`config.mk`:
```
export PLATFORM = sky130hd
export DESIGN_NAME = add_sub_serial_add
export DESIGN_NICKNAME = d
export VERILOG_FILES = /design/src/rtl/add_sub_serial_pkg.sv /design/src/rtl/add_sub_cla_add_4bit.sv /design/src/rtl/add_sub_serial_add.sv
export SDC_FILE = /design/constraint.sdc
export NUM_CORES = 1
export LEC_CHECK = 0
export CAP_MARGIN = 10
export CORE_MARGIN = 5
export CORE_UTILIZATION = 23
export DETAILED_ROUTE_END_ITERATION = 6
export PLACE_DENSITY = 0.4
export SKIP_LAST_GASP = 1
export SLEW_MARGIN = 5
export SYNTH_ARGS = -nofsm -noshare
export SYNTH_HDL_FRONTEND = slang
export SYNTH_SLANG_ARGS = --single-unit
export TNS_END_PERCENT = 5
```
`constraint.sdc`:
```
create_clock -name i_clk -period 1.5 [get_ports i_clk]
set_input_delay 0.3 -clock i_clk [delete_from_list [all_inputs] [get_ports i_clk]]
set_output_delay 0.3 -clock i_clk [all_outputs]
set_load 0.03 [all_outputs]
```
`src/rtl/add_sub_serial_pkg.sv`:
```
// Shared definitions for the digit-serial adder.
//   state_t   : FSM encoding (IDLE, RUN, DONE)
//   SLICE_W   : bits handled per clock by the lookahead slice
//   cnt_width : slice-counter width for a given slice count (minimum 1 bit)
package add_sub_serial_pkg;

  localparam int SLICE_W = 4;

  typedef enum logic [1:0] {
    IDLE = 2'd0,
    RUN  = 2'd1,
    DONE = 2'd2
  } state_t;

  function automatic int cnt_width(input int nslice);
    if (nslice <= 1) return 1;
    return $clog2(nslice);
  endfunction

endpackage

```
`src/rtl/add_sub_cla_add_4bit.sv`:
```
// Combinational 4-bit carry-lookahead adder slice, the addition twin of the
// borrow-lookahead subtract slice.
//   A, B : 4-bit addends
//   Cin  : carry into bit 0
//   SUM  : A + B + Cin, low 4 bits
//   Cout : carry out of bit 3
module add_sub_cla_add_4bit (
  input  logic [3:0] A,
  input  logic [3:0] B,
  input  logic       Cin,
  output logic [3:0] SUM,
  output logic       Cout
);

  logic [3:0] g;
  logic [3:0] p;
  logic [4:0] c;

  // Carries are flattened to two-level logic so no carry ripples through
  // the slice; p uses OR, which is safe because g already covers a&b.
  always_comb begin
    g    = A & B;
    p    = A | B;
    c[0] = Cin;
    c[1] = g[0] | (p[0] & Cin);
    c[2] = g[1] | (p[1] & g[0]) | (p[1] & p[0] & Cin);
    c[3] = g[2] | (p[2] & g[1]) | (p[2] & p[1] & g[0])
         | (p[2] & p[1] & p[0] & Cin);
    c[4] = g[3] | (p[3] & g[2]) | (p[3] & p[2] & g[1])
         | (p[3] & p[2] & p[1] & g[0]) | (p[3] & p[2] & p[1] & p[0] & Cin);
    SUM  = A ^ B ^ c[3:0];
    Cout = c[4];
  end

endmodule

```
`src/rtl/add_sub_serial_add.sv`:
```
// Digit-serial adder: computes A + B + Cin on WIDTH-bit operands, one 4-bit
// lookahead slice per clock, least-significant slice first.
//   i_clk, i_rst_n          : clock, asynchronous active-low reset
//   i_valid/o_ready         : operand handshake (i_a, i_b, i_cin)
//   o_valid/i_ready         : result handshake (o_sum, o_cout)
// WIDTH must be a multiple of 4.
module add_sub_serial_add
  import add_sub_serial_pkg::*;
#(
  parameter int WIDTH = 28
) (
  input  logic             i_clk,
  input  logic             i_rst_n,
  input  logic             i_valid,
  output logic             o_ready,
  input  logic [WIDTH-1:0] i_a,
  input  logic [WIDTH-1:0] i_b,
  input  logic             i_cin,
  output logic             o_valid,
  input  logic             i_ready,
  output logic [WIDTH-1:0] o_sum,
  output logic             o_cout
);

  localparam int NSLICE = WIDTH / SLICE_W;
  localparam int CNT_W  = cnt_width(NSLICE);
  localparam logic [CNT_W-1:0] LAST_SLICE = CNT_W'(NSLICE - 1);

  state_t           state;
  state_t           state_nxt;
  logic [WIDTH-1:0] a_sh;
  logic [WIDTH-1:0] b_sh;
  logic [WIDTH-1:0] sum_sh;
  logic             carry;
  logic [CNT_W-1:0] cnt;
  logic [3:0]       slice_sum;
  logic             slice_cout;

  add_sub_cla_add_4bit u_slice (
    .A    (a_sh[3:0]),
    .B    (b_sh[3:0]),
    .Cin  (carry),
    .SUM  (slice_sum),
    .Cout (slice_cout)
  );

  always_ff @(posedge i_clk or negedge i_rst_n) begin
    if (!i_rst_n) state <= IDLE;
    else          state <= state_nxt;
  end

  always_comb begin
    state_nxt = state;
    case (state)
      IDLE:    if (i_valid)            state_nxt = RUN;
      RUN:     if (cnt == LAST_SLICE)  state_nxt = DONE;
      DONE:    if (i_ready)            state_nxt = IDLE;
      default:                         state_nxt = IDLE;
    endcase
  end

  // Handshake flags decode the registered state only, so neither i_valid
  // nor i_ready reaches an output combinationally.
  always_comb begin
    o_ready = (state == IDLE);
    o_valid = (state == DONE);
    o_sum   = sum_sh;
    o_cout  = carry;
  end

  // Operands shift right so the active slice always sits in bits [3:0];
  // each new sum slice enters at the top and drifts down to its place
  // after NSLICE shifts.
  always_ff @(posedge i_clk or negedge i_rst_n) begin
    if (!i_rst_n) begin
      a_sh   <= '0;
      b_sh   <= '0;
      sum_sh <= '0;
      carry  <= 1'b0;
      cnt    <= '0;
    end else begin
      case (state)
        IDLE: begin
          if (i_valid) begin
            a_sh  <= i_a;
            b_sh  <= i_b;
            carry <= i_cin;
            cnt   <= '0;
          end
        end
        RUN: begin
          a_sh   <= a_sh >> SLICE_W;
          b_sh   <= b_sh >> SLICE_W;
          sum_sh <= (sum_sh >> SLICE_W) | (WIDTH'(slice_sum) << (WIDTH - SLICE_W));
          carry  <= slice_cout;
          cnt    <= cnt + CNT_W'(1);
        end
        default: ;
      endcase
    end
  end

endmodule

```
==> impl_metrics.xml <==
<?xml version="1.0" encoding="UTF-8"?>
<metrics>
  <group name="placed_design">
    <metric name="hpwlAfterDp" unit="um">7160</metric>
    <metric name="globalplace.congestion" unit="">0.704</metric>
    <metric name="place_ws" unit="ps">-162</metric>
    <metric name="area_after_dpl" unit="mm2">0.00536</metric>
    <metric name="number_of_i_o_port_buffers" unit="">91</metric>
    <metric name="placed_cells_incl_taps" unit="">669</metric>
  </group>
  <group name="logic_synthesis">
    <metric name="post-synth-top-area-fraction" unit="">0.556</metric>
    <metric name="synthesis.area" unit="mm2">0.00405</metric>
    <metric name="synth.most_common_cell" unit="">sky130_fd_sc_hd__dfrtp_1</metric>
    <metric name="ys_async_sr_fraction" unit="">1.00</metric>
    <metric name="synth-edff-count" unit="">0</metric>
    <metric name="postSynthNetCount" unit="">429</metric>
    <metric name="synth_area_leaders" unit="">sky130_fd_sc_hd__dfrtp_1 (56%), sky130_fd_sc_hd__a22oi_1 (8.9%), sky130_fd_sc_hd__mux2_4 (7.0%)</metric>
    <metric name="share_of_the_yosys_chip_area_belonging_to_registers" unit="">0.556</metric>
    <metric name="synth.cells.most_frequent" unit="">sky130_fd_sc_hd__dfrtp_1 (90), sky130_fd_sc_hd__nand2_1 (57), sky130_fd_sc_hd__o21ai_0 (51), sky130_fd_sc_hd__a22oi_1 (48), sky130_fd_sc_hd__mux2_4 (19)</metric>
    <metric name="postSynth.topFlopCell" unit="">sky130_fd_sc_hd__dfrtp_1</metric>
    <metric name="yosysWarnings" unit="">0</metric>
    <metric name="netlist_instances" unit="">357</metric>
    <metric name="synthDominantAreaCellType" unit="">sky130_fd_sc_hd__dfrtp_1</metric>
    <metric name="synth_cell_types" unit="">31</metric>
    <metric name="synth-seq-cells" unit="">90</metric>
    <metric name="postSynthAreaPerCell" unit="um2">11.3</metric>
  </group>
  <group name="timing">
    <metric name="post-route-period-util" unit="">1.14</metric>
    <metric name="setup_violations" unit="">28</metric>
    <metric name="skew" unit="ps">9.13</metric>
    <metric name="hold_ws" unit="ps">388</metric>
    <metric name="setup_tns" unit="ps">-5150</metric>
    <metric name="final-max-slew-violation-count" unit="">0</metric>
    <metric name="unrepaired_setup_endpoints_after_global_routing" unit="">yes</metric>
    <metric name="measured_slew_at_the_worst_slew_check_pin" unit="ps">432</metric>
    <metric name="maximum_operating_frequency" unit="MHz">583</metric>
    <metric name="setup_ws" unit="ps">-214</metric>
    <metric name="hold_violations" unit="">0</metric>
    <metric name="min_period" unit="ps">1710</metric>
    <metric name="relative_slew_slack" unit="">0.712</metric>
  </group>
  <group name="critical_path">
    <metric name="worst-path-max-fanout" unit="">3</metric>
    <metric name="critical-path-top-delay-family" unit="">buffers and inverters</metric>
    <metric name="r2r-start" unit="">a_sh[0]$_DFFE_PN0P_</metric>
    <metric name="timing.critical_path.buf_inv" unit="">1</metric>
    <metric name="worst-endpoint-arrival" unit="ps">1410</metric>
    <metric name="crit_path_top_delay_cell" unit="">sky130_fd_sc_hd__clkdlybuf4s50_1</metric>
    <metric name="crit-reg2reg-capture" unit="">o_cout$_DFFE_PN0P_</metric>
    <metric name="timing.critical_path.slowest_cell_delay" unit="ps">710</metric>
    <metric name="reg2reg_setup_slack" unit="ps">10</metric>
    <metric name="timing.critical_path.cells" unit="">clkdlybuf4s50_1</metric>
    <metric name="timing.critical_path.required" unit="ps">1200</metric>
    <metric name="worst_setup_path_startpoint" unit="">o_sum[22]$_DFFE_PN0N_</metric>
    <metric name="worstSetupEndpoint" unit="">o_sum[22]</metric>
    <metric name="endpoint_kind" unit="">primary output</metric>
    <metric name="criticalPathCategory" unit="">flip-flop to primary output</metric>
    <metric name="crit_path_start_kind" unit="">flip-flop</metric>
    <metric name="worst-path-stages" unit="">1</metric>
    <metric name="reg2regPathDepth" unit="">6</metric>
  </group>
  <group name="cts">
    <metric name="clk_path_buf_depth" unit="">2</metric>
    <metric name="clk_pin_slew" unit="ps">60</metric>
    <metric name="clock_tree_from_tritoncts" unit="">yes</metric>
    <metric name="tritoncts.num_buffers" unit="">9</metric>
    <metric name="master_cell_of_the_clock_root_buffer" unit="">sky130_fd_sc_hd__clkbuf_16</metric>
    <metric name="clk_latency" unit="ps">350</metric>
    <metric name="htree_num_levels" unit="">3</metric>
    <metric name="clock_sinks" unit="">90</metric>
  </group>
  <group name="detailed_routing">
    <metric name="via_cell_ratio" unit="">4.43</metric>
    <metric name="route.met2.wl" unit="um">4470</metric>
    <metric name="antenna_violating_nets_post_route" unit="">0</metric>
    <metric name="routed-via-count" unit="">3045</metric>
    <metric name="routed_wl" unit="um">10300</metric>
    <metric name="m1WireLength" unit="um">4880</metric>
    <metric name="routedWlPerCell" unit="um">15.0</metric>
    <metric name="drtIter0Drc" unit="">163</metric>
    <metric name="top_signal_layer_used" unit="">met4</metric>
    <metric name="wl_met3" unit="um">740</metric>
    <metric name="detailedRoute.firstPassIterationCount" unit="">5</metric>
    <metric name="route.detailed.drc" unit="">0</metric>
  </group>
  <group name="die">
    <metric name="coreArea" unit="mm2">0.0173</metric>
    <metric name="placementRows" unit="">48</metric>
    <metric name="initial_utilization" unit="">0.234</metric>
    <metric name="dieArea" unit="mm2">0.0204</metric>
    <metric name="fp.dieH" unit="um">143</metric>
    <metric name="die_x" unit="um">143</metric>
    <metric name="ios" unit="">92</metric>
  </group>
  <group name="status">
    <metric name="run_status" unit="">complete, but fails checks</metric>
    <metric name="violated_checks" unit="">setup timing</metric>
  </group>
  <group name="power">
    <metric name="report.power.total" unit="mW">11.5</metric>
    <metric name="power.leakage" unit="nW">2.40</metric>
    <metric name="vdd_ir_drop_max" unit="mV">0.996</metric>
    <metric name="power.density_cell_area" unit="mW/mm2">2030</metric>
  </group>
  <group name="final_layout">
    <metric name="drive_above_1_share" unit="">0.164</metric>
    <metric name="num-fill-cells" unit="">1786</metric>
    <metric name="area_delta_synth_final" unit="%">40.1</metric>
    <metric name="layout.core_utilization" unit="">0.328</metric>
    <metric name="n_antenna_cell" unit="">0</metric>
    <metric name="finished_layout_cells" unit="">688</metric>
    <metric name="final_net_count" unit="">531</metric>
    <metric name="final_design_area_no_fill" unit="mm2">0.00567</metric>
  </group>
  <group name="global_route">
    <metric name="antenna_violations_before_repair" unit="">0</metric>
    <metric name="final_global_route_overflow_total" unit="">0</metric>
    <metric name="first_global_vias" unit="">3211</metric>
    <metric name="maximum_number_of_pins_on_one_net_before_global_route_repair" unit="">47</metric>
    <metric name="first_pass_grt_wire_length" unit="um">17000</metric>
    <metric name="grt_use_total" unit="">0.106</metric>
  </group>
  <group name="min_path">
    <metric name="hp-class" unit="">primary input to asynchronous set/reset pin</metric>
  </group>
  <group name="run">
    <metric name="maxCapViolations" unit="">0</metric>
  </group>
</metrics>
## area by class of cell
class	count	area [um2]	share of cell area
inverter	13	48.8	0.00860
sequential	90	2250	0.397
multi-input combinational	226	1600	0.282
timing repair buffer	119	1210	0.214
clock inverter	5	38.8	0.00684
tap	225	282	0.0496
clock buffer	10	239	0.0421
## cells by family (layout without fill, tap and decap cells)
family | after synthesis | after routing | synth area share
AO/OA/AOI/OAI | 120 | 120 | 0.195
XOR/XNOR | 1 | 1 | 0.00216
adder cells (fa/ha/maj) | 11 | 11 | 0.0358
buffers and inverters | 41 | 147 | 0.0528
flip-flops | 90 | 90 | 0.556
multiplexers | 25 | 25 | 0.0871
AND/OR/NAND/NOR | 69 | 69 | 0.0713
## layout by cell type, fill, tap and decap left out, types with 10 or more instances in the layout
cell type                         Yosys  final
sky130_fd_sc_hd__mux2_4              19     19
sky130_fd_sc_hd__clkdlybuf4s50_1      0     85
sky130_fd_sc_hd__inv_1               13     13
sky130_fd_sc_hd__a22oi_1             48     48
sky130_fd_sc_hd__o21ai_0             51     51
sky130_fd_sc_hd__buf_4                5     23
sky130_fd_sc_hd__ha_1                10     10
sky130_fd_sc_hd__dfrtp_1             90     89
sky130_fd_sc_hd__nand2_1             57     57
## flip-flops by register name, indices dropped and copies added, names as in the netlist
register	flops
o_sum	28
o_cout	1
cnt	3
state	2
b_sh	28
a_sh	28
## worst min-delay path by stage
stage,end
detailed placement,o_sum[9]$_DFFE_PN0N_
finish,o_sum[9]$_DFFE_PN0N_
floorplan,a_sh[0]$_DFFE_PN0P_
CTS,o_sum[9]$_DFFE_PN0N_
global route,o_sum[9]$_DFFE_PN0N_
global placement,o_sum[5]$_DFFE_PN0N_
## layer usage
layer | up-vias | GRT usage
met2 | 93 | 0.158
li1 | 1473 | -
met4 | 0 | 0.0375
met5 | - | 0
met3 | 13 | 0.0385
met1 | 1466 | 0.142
## repair_timing
item,CTS,global route
resized for setup,1,1
hold buffers,1,0
endpoints found under the hold margin,15,0
buffers inserted,0,3
setup endpoints to repair,31,32
## power breakdown
part / total, mW / internal, mW / switching (mW) / leakage [nW]
clock: 2.12 / 1.17 / 0.957 / 0.135
sequential: 4.12 / 3.45 / 0.664 / 1.16
combinational: 5.25 / 2.60 / 2.65 / 1.11
## worst register-to-register path: stages, from the launching register on
cell                       delay, ps
sky130_fd_sc_hd__dfrtp_1         350
sky130_fd_sc_hd__inv_1            60
sky130_fd_sc_hd__ha_1            180
sky130_fd_sc_hd__nand2b_1        170
sky130_fd_sc_hd__a221oi_2        300
sky130_fd_sc_hd__nor4b_1          90
sky130_fd_sc_hd__o41ai_1         240
No activity file was read; power rests on OpenSTA's default activity.
